**src/rtl/dds_pkg.sv**
```systemverilog
// Shared definitions for the DDS SPI command sequencer: state encoding,
// instruction-byte layout and default timing parameters.
package dds_pkg;

  localparam int unsigned STATE_W = 4;

  localparam logic [STATE_W-1:0] S_IDLE    = 4'd0;
  localparam logic [STATE_W-1:0] S_LOAD    = 4'd1;
  localparam logic [STATE_W-1:0] S_START   = 4'd2;
  localparam logic [STATE_W-1:0] S_WAIT_LO = 4'd3;
  localparam logic [STATE_W-1:0] S_WAIT_HI = 4'd4;
  localparam logic [STATE_W-1:0] S_GAP     = 4'd5;
  localparam logic [STATE_W-1:0] S_IOUPD   = 4'd6;
  localparam logic [STATE_W-1:0] S_DONE    = 4'd7;
  localparam logic [STATE_W-1:0] S_ABORT   = 4'd8;

  localparam int unsigned RW_BIT   = 7;
  localparam int unsigned ADDR_MSB = 4;
  localparam int unsigned ADDR_LSB = 0;
  localparam int unsigned ADDR_W   = ADDR_MSB - ADDR_LSB + 1;

  localparam int unsigned DEF_GAP_CYCLES   = 2;
  localparam int unsigned DEF_TIMEOUT      = 1023;
  localparam int unsigned DEF_IOUPD_CYCLES = 4;

  typedef struct packed {
    logic              rw;
    logic [ADDR_W-1:0] addr;
  } cmd_hdr_t;

  // {rw, 2'b00, addr}
  function automatic logic [7:0] instr_byte(input logic rw, input logic [ADDR_W-1:0] addr);
    logic [7:0] b;
    b                   = '0;
    b[RW_BIT]           = rw;
    b[ADDR_MSB:ADDR_LSB] = addr;
    return b;
  endfunction

endpackage

```
**src/rtl/dds_spi_sequencer_if.sv**
```systemverilog
// Host-side command bus of the DDS SPI sequencer (request, payloads, status).
interface dds_spi_sequencer_if #(
  parameter int unsigned DATA_BYTES = 8
) ();
  logic                    cmd_valid;
  logic                    cmd_ready;
  logic                    cmd_rw;
  logic [4:0]              cmd_addr;
  logic [3:0]              cmd_len;
  logic [8*DATA_BYTES-1:0] wr_data;
  logic [8*DATA_BYTES-1:0] rd_data;
  logic                    done;
  logic                    err;
  logic                    busy;

  modport master (
    output cmd_valid, cmd_rw, cmd_addr, cmd_len, wr_data,
    input  cmd_ready, rd_data, done, err, busy
  );

  modport slave (
    input  cmd_valid, cmd_rw, cmd_addr, cmd_len, wr_data,
    output cmd_ready, rd_data, done, err, busy
  );
endinterface

```
**src/rtl/sync_2ff.sv**
```systemverilog
// Two-flop synchronizer with selectable reset value.
module sync_2ff #(
  parameter logic RST_VAL = 1'b0
) (
  input  logic clk,
  input  logic rst,
  input  logic d,
  output logic q
);
  logic meta;

  always_ff @(posedge clk or negedge rst) begin
    if (!rst) begin
      meta <= RST_VAL;
      q    <= RST_VAL;
    end else begin
      meta <= d;
      q    <= meta;
    end
  end
endmodule

```
**src/rtl/dds_spi_sequencer.sv**
```systemverilog
// Turns one DDS register access into a sequence of SPI engine byte transfers.
// Optional IO_UPDATE pulse after writes: define DDS_SEQ_IOUPDATE_EN.
module dds_spi_sequencer
  import dds_pkg::*;
#(
  parameter int unsigned DATA_BYTES   = 8,
  parameter int unsigned GAP_CYCLES   = DEF_GAP_CYCLES,
  parameter int unsigned TIMEOUT      = DEF_TIMEOUT,
  parameter int unsigned IOUPD_CYCLES = DEF_IOUPD_CYCLES
) (
  input  logic               clk,
  input  logic               rst,
  dds_spi_sequencer_if.slave cmd,
  output logic               spi_start,
  output logic [7:0]         spi_tx,
  input  logic [7:0]         spi_rx,
  input  logic               spi_cs,
  output logic               spi_rst,
  output logic               io_update
);
  localparam int unsigned W       = 8 * DATA_BYTES;
  localparam int unsigned WD_W    = $clog2(TIMEOUT + 1);
  localparam int unsigned TMR_MAX = (GAP_CYCLES > IOUPD_CYCLES) ? GAP_CYCLES : IOUPD_CYCLES;
  localparam int unsigned TMR_W   = $clog2(TMR_MAX + 1);

  logic [STATE_W-1:0] state, state_d;
  cmd_hdr_t           hdr_q, hdr_d;
  logic [W-1:0]       wr_q, wr_d, rd_q, rd_d;
  logic [3:0]         cnt_q, cnt_d;
  logic               instr_q, instr_d;
  logic [WD_W-1:0]    wd_q, wd_d;
  logic [TMR_W-1:0]   tmr_q, tmr_d;
  logic [7:0]         tx_d;
  logic               ready_q, busy_q, done_q, err_q, err_d;
  logic               accept, len_bad, wd_expired, cs_s;

  sync_2ff #(.RST_VAL(1'b1)) u_cs_sync (.clk(clk), .rst(rst), .d(spi_cs), .q(cs_s));

  assign accept     = cmd.cmd_valid && ready_q;
  assign len_bad    = (cmd.cmd_len == 4'd0) || (32'(cmd.cmd_len) > 32'(DATA_BYTES));
  assign wd_expired = (wd_q == WD_W'(TIMEOUT - 1));

  // Next-state and datapath updates
  always_comb begin
    state_d = state;
    hdr_d   = hdr_q;
    wr_d    = wr_q;
    rd_d    = rd_q;
    cnt_d   = cnt_q;
    instr_d = instr_q;
    wd_d    = wd_q;
    tmr_d   = '0;
    tx_d    = spi_tx;
    err_d   = err_q;

    case (state)
      S_IDLE: begin
        if (accept) begin
          hdr_d   = '{rw: cmd.cmd_rw, addr: cmd.cmd_addr};
          wr_d    = cmd.wr_data;
          rd_d    = '0;
          cnt_d   = cmd.cmd_len;
          instr_d = 1'b1;
          err_d   = len_bad;
          state_d = len_bad ? S_DONE : S_LOAD;
        end
      end
      S_LOAD: begin
        if (instr_q)        tx_d = instr_byte(hdr_q.rw, hdr_q.addr);
        else if (hdr_q.rw)  tx_d = 8'h00;
        else                tx_d = 8'(wr_q >> {cnt_q - 4'd1, 3'b000});
        state_d = S_START;
      end
      S_START: begin
        wd_d    = '0;
        state_d = S_WAIT_LO;
      end
      S_WAIT_LO: begin
        wd_d = wd_q + WD_W'(1);
        if (!cs_s)           state_d = S_WAIT_HI;
        else if (wd_expired) state_d = S_ABORT;
      end
      S_WAIT_HI: begin
        wd_d = wd_q + WD_W'(1);
        if (cs_s) begin
          // the instruction phase's rx byte is never captured
          if (instr_q) begin
            instr_d = 1'b0;
          end else begin
            cnt_d = cnt_q - 4'd1;
            if (hdr_q.rw) rd_d = W'({rd_q, spi_rx});
          end
          state_d = S_GAP;
        end else if (wd_expired) begin
          state_d = S_ABORT;
        end
      end
      S_GAP: begin
        tmr_d = tmr_q + TMR_W'(1);
        if (tmr_q == TMR_W'(GAP_CYCLES - 1)) begin
          tmr_d = '0;
          if (cnt_q != 4'd0)  state_d = S_LOAD;
          else if (hdr_q.rw)  state_d = S_DONE;
`ifdef DDS_SEQ_IOUPDATE_EN
          else                state_d = S_IOUPD;
`else
          else                state_d = S_DONE;
`endif
        end
      end
      S_IOUPD: begin
`ifdef DDS_SEQ_IOUPDATE_EN
        tmr_d = tmr_q + TMR_W'(1);
        if (tmr_q == TMR_W'(IOUPD_CYCLES - 1)) begin
          tmr_d   = '0;
          state_d = S_DONE;
        end
`else
        state_d = S_DONE;
`endif
      end
      S_ABORT: state_d = S_DONE;
      S_DONE:  state_d = S_IDLE;
      default: state_d = S_IDLE;
    endcase

    if (state_d == S_ABORT) err_d = 1'b1;
  end

  always_ff @(posedge clk or negedge rst) begin
    if (!rst) begin
      state     <= S_IDLE;
      hdr_q     <= '0;
      wr_q      <= '0;
      rd_q      <= '0;
      cnt_q     <= '0;
      instr_q   <= 1'b0;
      wd_q      <= '0;
      tmr_q     <= '0;
      spi_tx    <= '0;
      err_q     <= 1'b0;
      ready_q   <= 1'b0;
      busy_q    <= 1'b0;
      done_q    <= 1'b0;
      spi_start <= 1'b0;
      spi_rst   <= 1'b0;
    end else begin
      state     <= state_d;
      hdr_q     <= hdr_d;
      wr_q      <= wr_d;
      rd_q      <= rd_d;
      cnt_q     <= cnt_d;
      instr_q   <= instr_d;
      wd_q      <= wd_d;
      tmr_q     <= tmr_d;
      spi_tx    <= tx_d;
      err_q     <= err_d;
      ready_q   <= (state_d == S_IDLE);
      busy_q    <= (state_d != S_IDLE);
      done_q    <= (state_d == S_DONE);
      spi_start <= (state_d == S_START);
      spi_rst   <= (state_d == S_ABORT);
    end
  end

`ifdef DDS_SEQ_IOUPDATE_EN
  always_ff @(posedge clk or negedge rst) begin
    if (!rst) io_update <= 1'b0;
    else      io_update <= (state_d == S_IOUPD);
  end
`else
  assign io_update = 1'b0;
`endif

  assign cmd.cmd_ready = ready_q;
  assign cmd.busy      = busy_q;
  assign cmd.done      = done_q;
  assign cmd.err       = err_q;
  assign cmd.rd_data   = rd_q;

endmodule

```
**src/flat_wrapper.sv**
```systemverilog
// flat-port wrapper written by rule: the top's interface ports become plain ports
module dds_spi_sequencer_flat import dds_pkg::*;
#(
  parameter int unsigned DATA_BYTES   = 8,
  parameter int unsigned GAP_CYCLES   = DEF_GAP_CYCLES,
  parameter int unsigned TIMEOUT      = DEF_TIMEOUT,
  parameter int unsigned IOUPD_CYCLES = DEF_IOUPD_CYCLES
)
  (clk, rst, spi_start, spi_tx, spi_rx, spi_cs, spi_rst, io_update, cmd_cmd_valid, cmd_cmd_rw, cmd_cmd_addr, cmd_cmd_len, cmd_wr_data, cmd_cmd_ready, cmd_rd_data, cmd_done, cmd_err, cmd_busy);
  dds_spi_sequencer_if #(.DATA_BYTES(DATA_BYTES)) cmd_i ();
  input  logic clk;
  input  logic rst;
  output logic spi_start;
  output logic [7:0] spi_tx;
  input  logic [7:0] spi_rx;
  input  logic spi_cs;
  output logic spi_rst;
  output logic io_update;
  input wire logic [$bits(cmd_i.cmd_valid)-1:0] cmd_cmd_valid;
  input wire logic [$bits(cmd_i.cmd_rw)-1:0] cmd_cmd_rw;
  input wire logic [$bits(cmd_i.cmd_addr)-1:0] cmd_cmd_addr;
  input wire logic [$bits(cmd_i.cmd_len)-1:0] cmd_cmd_len;
  input wire logic [$bits(cmd_i.wr_data)-1:0] cmd_wr_data;
  output wire logic [$bits(cmd_i.cmd_ready)-1:0] cmd_cmd_ready;
  output wire logic [$bits(cmd_i.rd_data)-1:0] cmd_rd_data;
  output wire logic [$bits(cmd_i.done)-1:0] cmd_done;
  output wire logic [$bits(cmd_i.err)-1:0] cmd_err;
  output wire logic [$bits(cmd_i.busy)-1:0] cmd_busy;
  assign cmd_i.cmd_valid = cmd_cmd_valid;
  assign cmd_i.cmd_rw = cmd_cmd_rw;
  assign cmd_i.cmd_addr = cmd_cmd_addr;
  assign cmd_i.cmd_len = cmd_cmd_len;
  assign cmd_i.wr_data = cmd_wr_data;
  assign cmd_cmd_ready = cmd_i.cmd_ready;
  assign cmd_rd_data = cmd_i.rd_data;
  assign cmd_done = cmd_i.done;
  assign cmd_err = cmd_i.err;
  assign cmd_busy = cmd_i.busy;
  dds_spi_sequencer #(.DATA_BYTES(DATA_BYTES), .GAP_CYCLES(GAP_CYCLES), .TIMEOUT(TIMEOUT), .IOUPD_CYCLES(IOUPD_CYCLES)) u_core (.clk(clk), .rst(rst), .cmd(cmd_i), .spi_start(spi_start), .spi_tx(spi_tx), .spi_rx(spi_rx), .spi_cs(spi_cs), .spi_rst(spi_rst), .io_update(io_update));
endmodule
```
**config.mk**
```make
export PLATFORM = sky130hd
export DESIGN_NAME = dds_spi_sequencer_flat
export DESIGN_NICKNAME = d
export VERILOG_FILES = /design/src/rtl/dds_pkg.sv /design/src/rtl/dds_spi_sequencer_if.sv /design/src/rtl/sync_2ff.sv /design/src/rtl/dds_spi_sequencer.sv /design/src/flat_wrapper.sv
export SDC_FILE = /design/constraint.sdc
export NUM_CORES = 1
export LEC_CHECK = 0
export BUFFER_PORTS_ARGS = -buffer_cell sky130_fd_sc_hd__buf_4
export CORE_MARGIN = 2
export CORE_UTILIZATION = 55
export CTS_CLUSTER_SIZE = 14
export DETAILED_ROUTE_END_ITERATION = 8
export PLACE_DENSITY = 0.8
export SYNTH_ARGS = -nofsm -noshare
export SYNTH_HDL_FRONTEND = slang
export SYNTH_SLANG_ARGS = --single-unit
```
**constraint.sdc**
```tcl
create_clock -name clk -period 2.85 [get_ports clk]
set_input_delay 0.4275 -clock clk [delete_from_list [all_inputs] [get_ports clk]]
set_output_delay 0.4275 -clock clk [all_outputs]
set_load 0.01 [all_outputs]
```
Yosys cells after proc, flatten, opt, wreduce, memory -nomap -nowiden --
Index checks and enable logic that the tools add are counted.
Word-level totals: ROM bits 0, memories 0, register bits 172, memory bits (writable) 0, input port bits 86, bits in latches 0, word-level logic and storage cells 85
Cells by class: equal/unequal tests 16, shifts and indexed selects 1, bitwise gates (word level) 0, multipliers 0, $lt $le $gt $ge 1, div/mod/pow operators 0, reduce and logical (&&, ||, !) cells 18, mux-type cells 28, $add $sub $neg 3
Operators with widths (number):
- $mux 64 | 4
- $pmux 64 s2 | 1
- $shr 64x7->8 | 1
- $mux 4 | 8
- $pmux 4 s7 | 1
- $pmux 10 s2 | 1
- $eq 4x3->1 const B | 4
- $mux 8 | 2
- $eq 4x2->1 const B | 3
- $logic_not 4->1 | 3
- $mux 3 | 4
- $add 10x1->10 const B | 1
- $eq 10x10->1 const B | 1
- $eq 4x4->1 const B | 2
- $pmux 4 s2 | 1
- $reduce_bool 2->1 | 4
- $reduce_bool 4->1 | 2
- $mux 1 | 5
- $reduce_and 5->1 | 1
- $eq 4x1->1 const B | 1
- $gt 4x4->1 const B | 1
- $ne 2x1->1 const B | 2
- $ne 2x2->1 const B | 2
- $reduce_and 2->1 | 2
- other kinds (9) | 10

Logic depth before layout (Yosys ltp) --
depth in word-level cells 8, mapped depth 9, mapped depth without buffers 6

Cells and area by module --
Synthesis repeated with hierarchy kept, for this count alone.
Unflattened totals: cells, all modules 806, area, all modules 7626.1 um2
By module, submodules not included:
- dds_spi_sequencer | times used 1, cells each 804, area an instance 7573.5 um2
- sync_2ff | times used 1, cells each 2, area an instance 52.6 um2

Worst setup path before layout --
No wires, ideal clock.
path type reg-to-reg, from register u_core.cnt_q[0], to register u_core.spi_tx[0], cell stages (with the launch flop) 10, path slack 333 ps, period minus slack after synthesis 2517 ps, arrival 2391 ps, path through dfrtp_1 -> buf_2 -> inv_1 -> ha_1 -> clkbuf_1 -> clkbuf_1 -> mux4_2 -> mux2_2 -> a22oi_1 -> a21oi_1
Between the ends: cells in the longest elaborated chain, start to end 4
RTL lines:
- start: declaration | RTL line dds_spi_sequencer.sv:29 | logic [3:0] cnt_q, cnt_d;
- start signal: assignment | RTL line dds_spi_sequencer.sv:152 | cnt_q <= cnt_d;
- $sub 4x1->4 | RTL line dds_spi_sequencer.sv:71 | else tx_d = 8'(wr_q >> {cnt_q - 4'd1, 3'b000});
- $shr 64x7->8 | RTL line dds_spi_sequencer.sv:71
- $mux 8 | RTL line dds_spi_sequencer.sv:70 | else if (hdr_q.rw) tx_d = 8'h00;
- $mux 8 | RTL line dds_spi_sequencer.sv:69 | if (instr_q) tx_d = instr_byte(hdr_q.rw, hdr_q.addr);
- end signal: assignment | RTL line dds_spi_sequencer.sv:156 | spi_tx <= tx_d;
- end: declaration | RTL line dds_spi_sequencer.sv:15 | output logic [7:0] spi_tx,
Every way passes these cells. A chain may end at the register's enable or synchronous reset.

Final worst setup path --
from register u_core.state[1], to register u_core.rd_q[12], in the netlist u_core.cmd.rd_data[12]
Between the ends: cells in the longest elaborated chain, start to end 3
RTL lines:
- start: declaration | RTL line dds_spi_sequencer.sv:26 | logic [STATE_W-1:0] state, state_d;
- start signal: assignment | RTL line dds_spi_sequencer.sv:148 | state <= state_d;
- $eq 4x3->1 or $logic_not 4->1 (tied branches) | RTL line dds_spi_sequencer.sv:56 | case (state)
- $ne 2x1->1 (no line), or another cell as far along
- $reduce_and 5->1 (no line)
- end signal: assignment | RTL line dds_spi_sequencer.sv:151 | rd_q <= rd_d;
- end: declaration | RTL line dds_spi_sequencer.sv:28 | logic [W-1:0] wr_q, wr_d, rd_q, rd_d;
Several ways; a longest one is shown, not always the timed one.

==> impl_summary.md <==
Routing
The residual DRC count is 0. The post-detailed-route count of antenna-violating nets is 0. In this run, the number of DRC markers left after iteration 0 of detailed routing was 347.

Summed over all layers, the routed wires come to about 17,000 um. The vias per cell is 5.52. Dividing the detail-routed wire length by the instance count gives 17.2 um. The number of optimization iterations in the first detailed-route pass is 5.

The overall via count from detail_route is 5,558.

Power and ir drop
The standby leakage power is between 4 and 5 nW. The power density over the cells is approximately 960 nW/um2. IR analysis of the VDD net gives a maximum drop of 0.000766 V.

Timing
The achievable clock frequency is 420 MHz. In this run the tightest slew margin relative to its limit is 0.487. The count of endpoints failing hold in the final timing report came to 2. Summed over all failing endpoints, the final setup total negative slack is 0 ns. Counting I/O delays and the setup requirement, the final critical path takes 2.38 ns. The count of final setup violators is 0. For the pin with the worst max-slew slack, the measured transition is around 0.76 ns. The final-layout worst hold slack is -0.00549 ns.

Between clock sinks in the finished design, the worst skew comes to 0.0145 ns. Setup repair after global routing left no endpoint under its margin. The count of final max-slew check failures is 0. The share of the cycle needed by the critical path after routing is 0.835.

Floorplanning
The number of I/O pins is 165. From bottom edge to top edge, the die measures 122 um. The die footprint is roughly 15,000 um2. The floorplan has 43 rows. The initial core utilization is 0.558. The core area is roughly 14,000 um2. The die width is around 120 um.

CTS
The number of resized instances in the post-cts repair step is 0. CTS built an H-tree with a depth of 4. The number of buffers inserted by post-CTS setup repair is 0.

The clock sink total is approximately 170. The cts-stage hold buffer count is 0. The clock slew at the register clock pins of the worst setup and hold paths is 0.07 ns.

The tree is rooted in a clkbuf_16. TritonCTS built the clock tree. At the later pin of the worst-skew pair, clock insertion delay measures 0.43 ns. No sink is reached through more buffers than the 2 on the longest clock path. The number of clock buffers inserted by TritonCTS is 17.

Finish
The multi-input gate area in the final layout is 3110 um2. The commonest non-fill, non-tap cell in the layout is buf_4. Once layout is done, the placed cells without fillers occupy 9640 um2. In the final design database the tool counted about 900 nets. The area growth from synthesis to layout is 25.9%. The number of diodes is 0. The share of post-route cells with drive strength above 1 is 0.385.

The area taken by flip-flops and latches is between 4000 and 5000 um2. The filler cells instantiated in the layout total 964. Leaving out fill and tap cells, the most frequent cells in the layout are 171 x buf_4, 170 x dfrtp_1, 147 x nand2_1.

Run
The number of maximum-capacitance constraint violations is 0.

Worst setup path
STA classifies the critical path startpoint as a flop. Data on the critical path arrives at its endpoint at 2.65 ns. The critical path class is flop to flop.

The number of buffers and inverters on the critical path is 1. The slowest stage of the critical path belongs to the cell or4b_1. Traced cell by cell, the critical path runs through or4b_1 -> o221ai_4 -> buf_12 -> o21ai_0. The worst flop-to-flop path endpoint is u_core.cmd.rd_data[12].

Across all register-to-register paths, the minimum setup slack is 0.47 ns. The critical path endpoint category is a flop. The highest cell delay on the worst timing path is 0.80 ns.

Of all nets on the critical path, the largest fanout is 128. The worst-case reg-to-reg path depth is 4. Grouping stages by cell kind, the critical path spends the most delay in simple AND/OR/NAND/NOR gates. For the worst setup path, the data required time is around 3.1 ns. The worst register-to-register path begins at u_core.state[1].

Placement
The cell area after placement is about 9100 um2. The weighted congestion reported at the end of routability-driven placement is 0.790. The count of buffers added on input and output ports is 163.

Detailed placement ended at an HPWL of 12,200 um.

Global routing
After global routing the overflow that remains totals 0. The initial antenna violation count is 0. The maximum number of pins on one net before global-route repair is 129. The via count of the first global-routing pass was between 5,000 and 6,000. The first global-routing pass estimated 27,500 um of wire. In the global route stage, overall resource usage came out at 0.241.

Outcome
The checks that failed: hold timing. The run finished, with violations left.

Yosys
The proportion of register bits with asynchronous set or reset after synthesis is 1.00. The synthesis-stage register bit count is 172. The cell area that synthesis handed to floorplanning was 7660 um2. Yosys mapped a number of flops with a built-in enable equal to 0.

The most used flip-flop cell after synthesis is dfrtp_1. In this run the mean area of a mapped cell was roughly 12 um2. The net count after synthesis is 753. The number of standard cells after synthesis is roughly 660. Yosys printed 0 warnings.

Synthesis instantiated 60 different standard cells from the library. Of the synthesized area, sequential elements account for 0.563.

Min path
The classification of the worst-slack hold path is input pin to asynchronous set/reset pin.
flip-flops by register name, indices dropped and copies added, names as in the netlist:
register / count
u_core.wd_q: 10
u_core.spi_start: 1
u_core.wr_q: 64
u_core.cmd.err: 1
u_core.hdr_q: 6
u_core.u_cs_sync.q: 1
u_core.cmd.done: 1
u_core.spi_rst: 1
u_core.instr_q: 1
u_core.u_cs_sync.meta: 1
u_core.state: 4
u_core.cmd.rd_data: 64
u_core.cnt_q: 4
u_core.tmr_q: 3
u_core.spi_tx: 8
u_core.cmd.busy: 1
u_core.cmd.cmd_ready: 1
cells by family (layout without fill, tap and decap cells):
kind of cell,count (synthesis),count (layout),synth area share
xor gates and xnor gates,2,2,0.00229
muxes,99,99,0.168
and+or+nand+nor,212,212,0.126
other,1,1,0.000490
adders and majority gates,3,3,0.00490
DFF,172,172,0.563
AOI/OAI and AO/OA,126,126,0.101
buffers and inverters,49,212,0.0348
synthesized netlist by cell type, types with 5 or more instances:
| cell type | n | area [um2] |
|---|---|---|
| mux2i_1 | 6 | 60.1 |
| a21oi_1 | 13 | 65.1 |
| o21ai_0 | 67 | 335 |
| nand3_1 | 6 | 30.0 |
| nor3_1 | 5 | 25.0 |
| nand2_1 | 147 | 552 |
| clkbuf_1 | 14 | 52.6 |
| nor2_1 | 18 | 67.6 |
| buf_2 | 17 | 85.1 |
| o21ai_2 | 6 | 52.6 |
| a22oi_1 | 7 | 52.6 |
| dfrtp_1 | 170 | 4250 |
| mux4_2 | 16 | 360 |
| mux2_2 | 77 | 867 |
worst max path at each step:
stage	from	cells after the start	endpoint	slack, ns
detailed placement	u_core.state[1]	4	u_core.cmd.rd_data[50]	0.53
global placement	u_core.state[1]	4	u_core.cmd.rd_data[12]	0.63
finish	u_core.state[1]	4	u_core.cmd.rd_data[12]	0.47
CTS	u_core.state[1]	4	u_core.cmd.rd_data[12]	0.50
global route	u_core.state[1]	4	u_core.cmd.rd_data[3]	0.35
floorplan	u_core.cnt_q[0]	9	u_core.spi_tx[0]	0.33
area by class of cell:
cell class              instances  share of cell area
flip-flops and latches        172               0.447
multi-input cells             443               0.323
repair buffers                177               0.145
clock buffers                  18              0.0456
well taps                     180              0.0234
clock inverters                13              0.0148
inverters                       4             0.00156
stage by stage:
step / util / total power, mW / std cells / hold WS [ns] / worst slack, ns
finish: 0.702 / 9.24 / 1007 / -0.00549 / 0.469
global route: 0.702 / 9.73 / 1007 / 0.0300 / 0.351
CTS: 0.702 / 9.29 / 1007 / 0.0213 / 0.503
detailed placement: 0.660 / 6.98 / 976 / 0.347 / 0.532
global placement: 0.660 / 6.77 / 976 / 0.346 / 0.629
floorplan: - / 5.95 / 664 / 0.132 / 0.333
per-layer routing:
layer | part of all wire | global-route usage | up-vias | routed length, um
met5 | 0 | 0 | - | 0
met4 | 0.017 | 0.0876 | 0 | 296
met1 | 0.40 | 0.296 | 2748 | 6860
met3 | 0.064 | 0.0768 | 19 | 1110
met2 | 0.52 | 0.401 | 159 | 9030
li1 | - | - | 2632 | -
power breakdown:
part           internal (mW)  total (mW)  leakage, nW  switching, mW
combinational           1.71        3.33         1.96           1.63
sequential              3.15        3.63         2.23          0.478
clock                   1.31        2.28        0.271          0.963
total                   6.17        9.24         4.46           3.07
No activity file was read; power rests on OpenSTA's default activity.
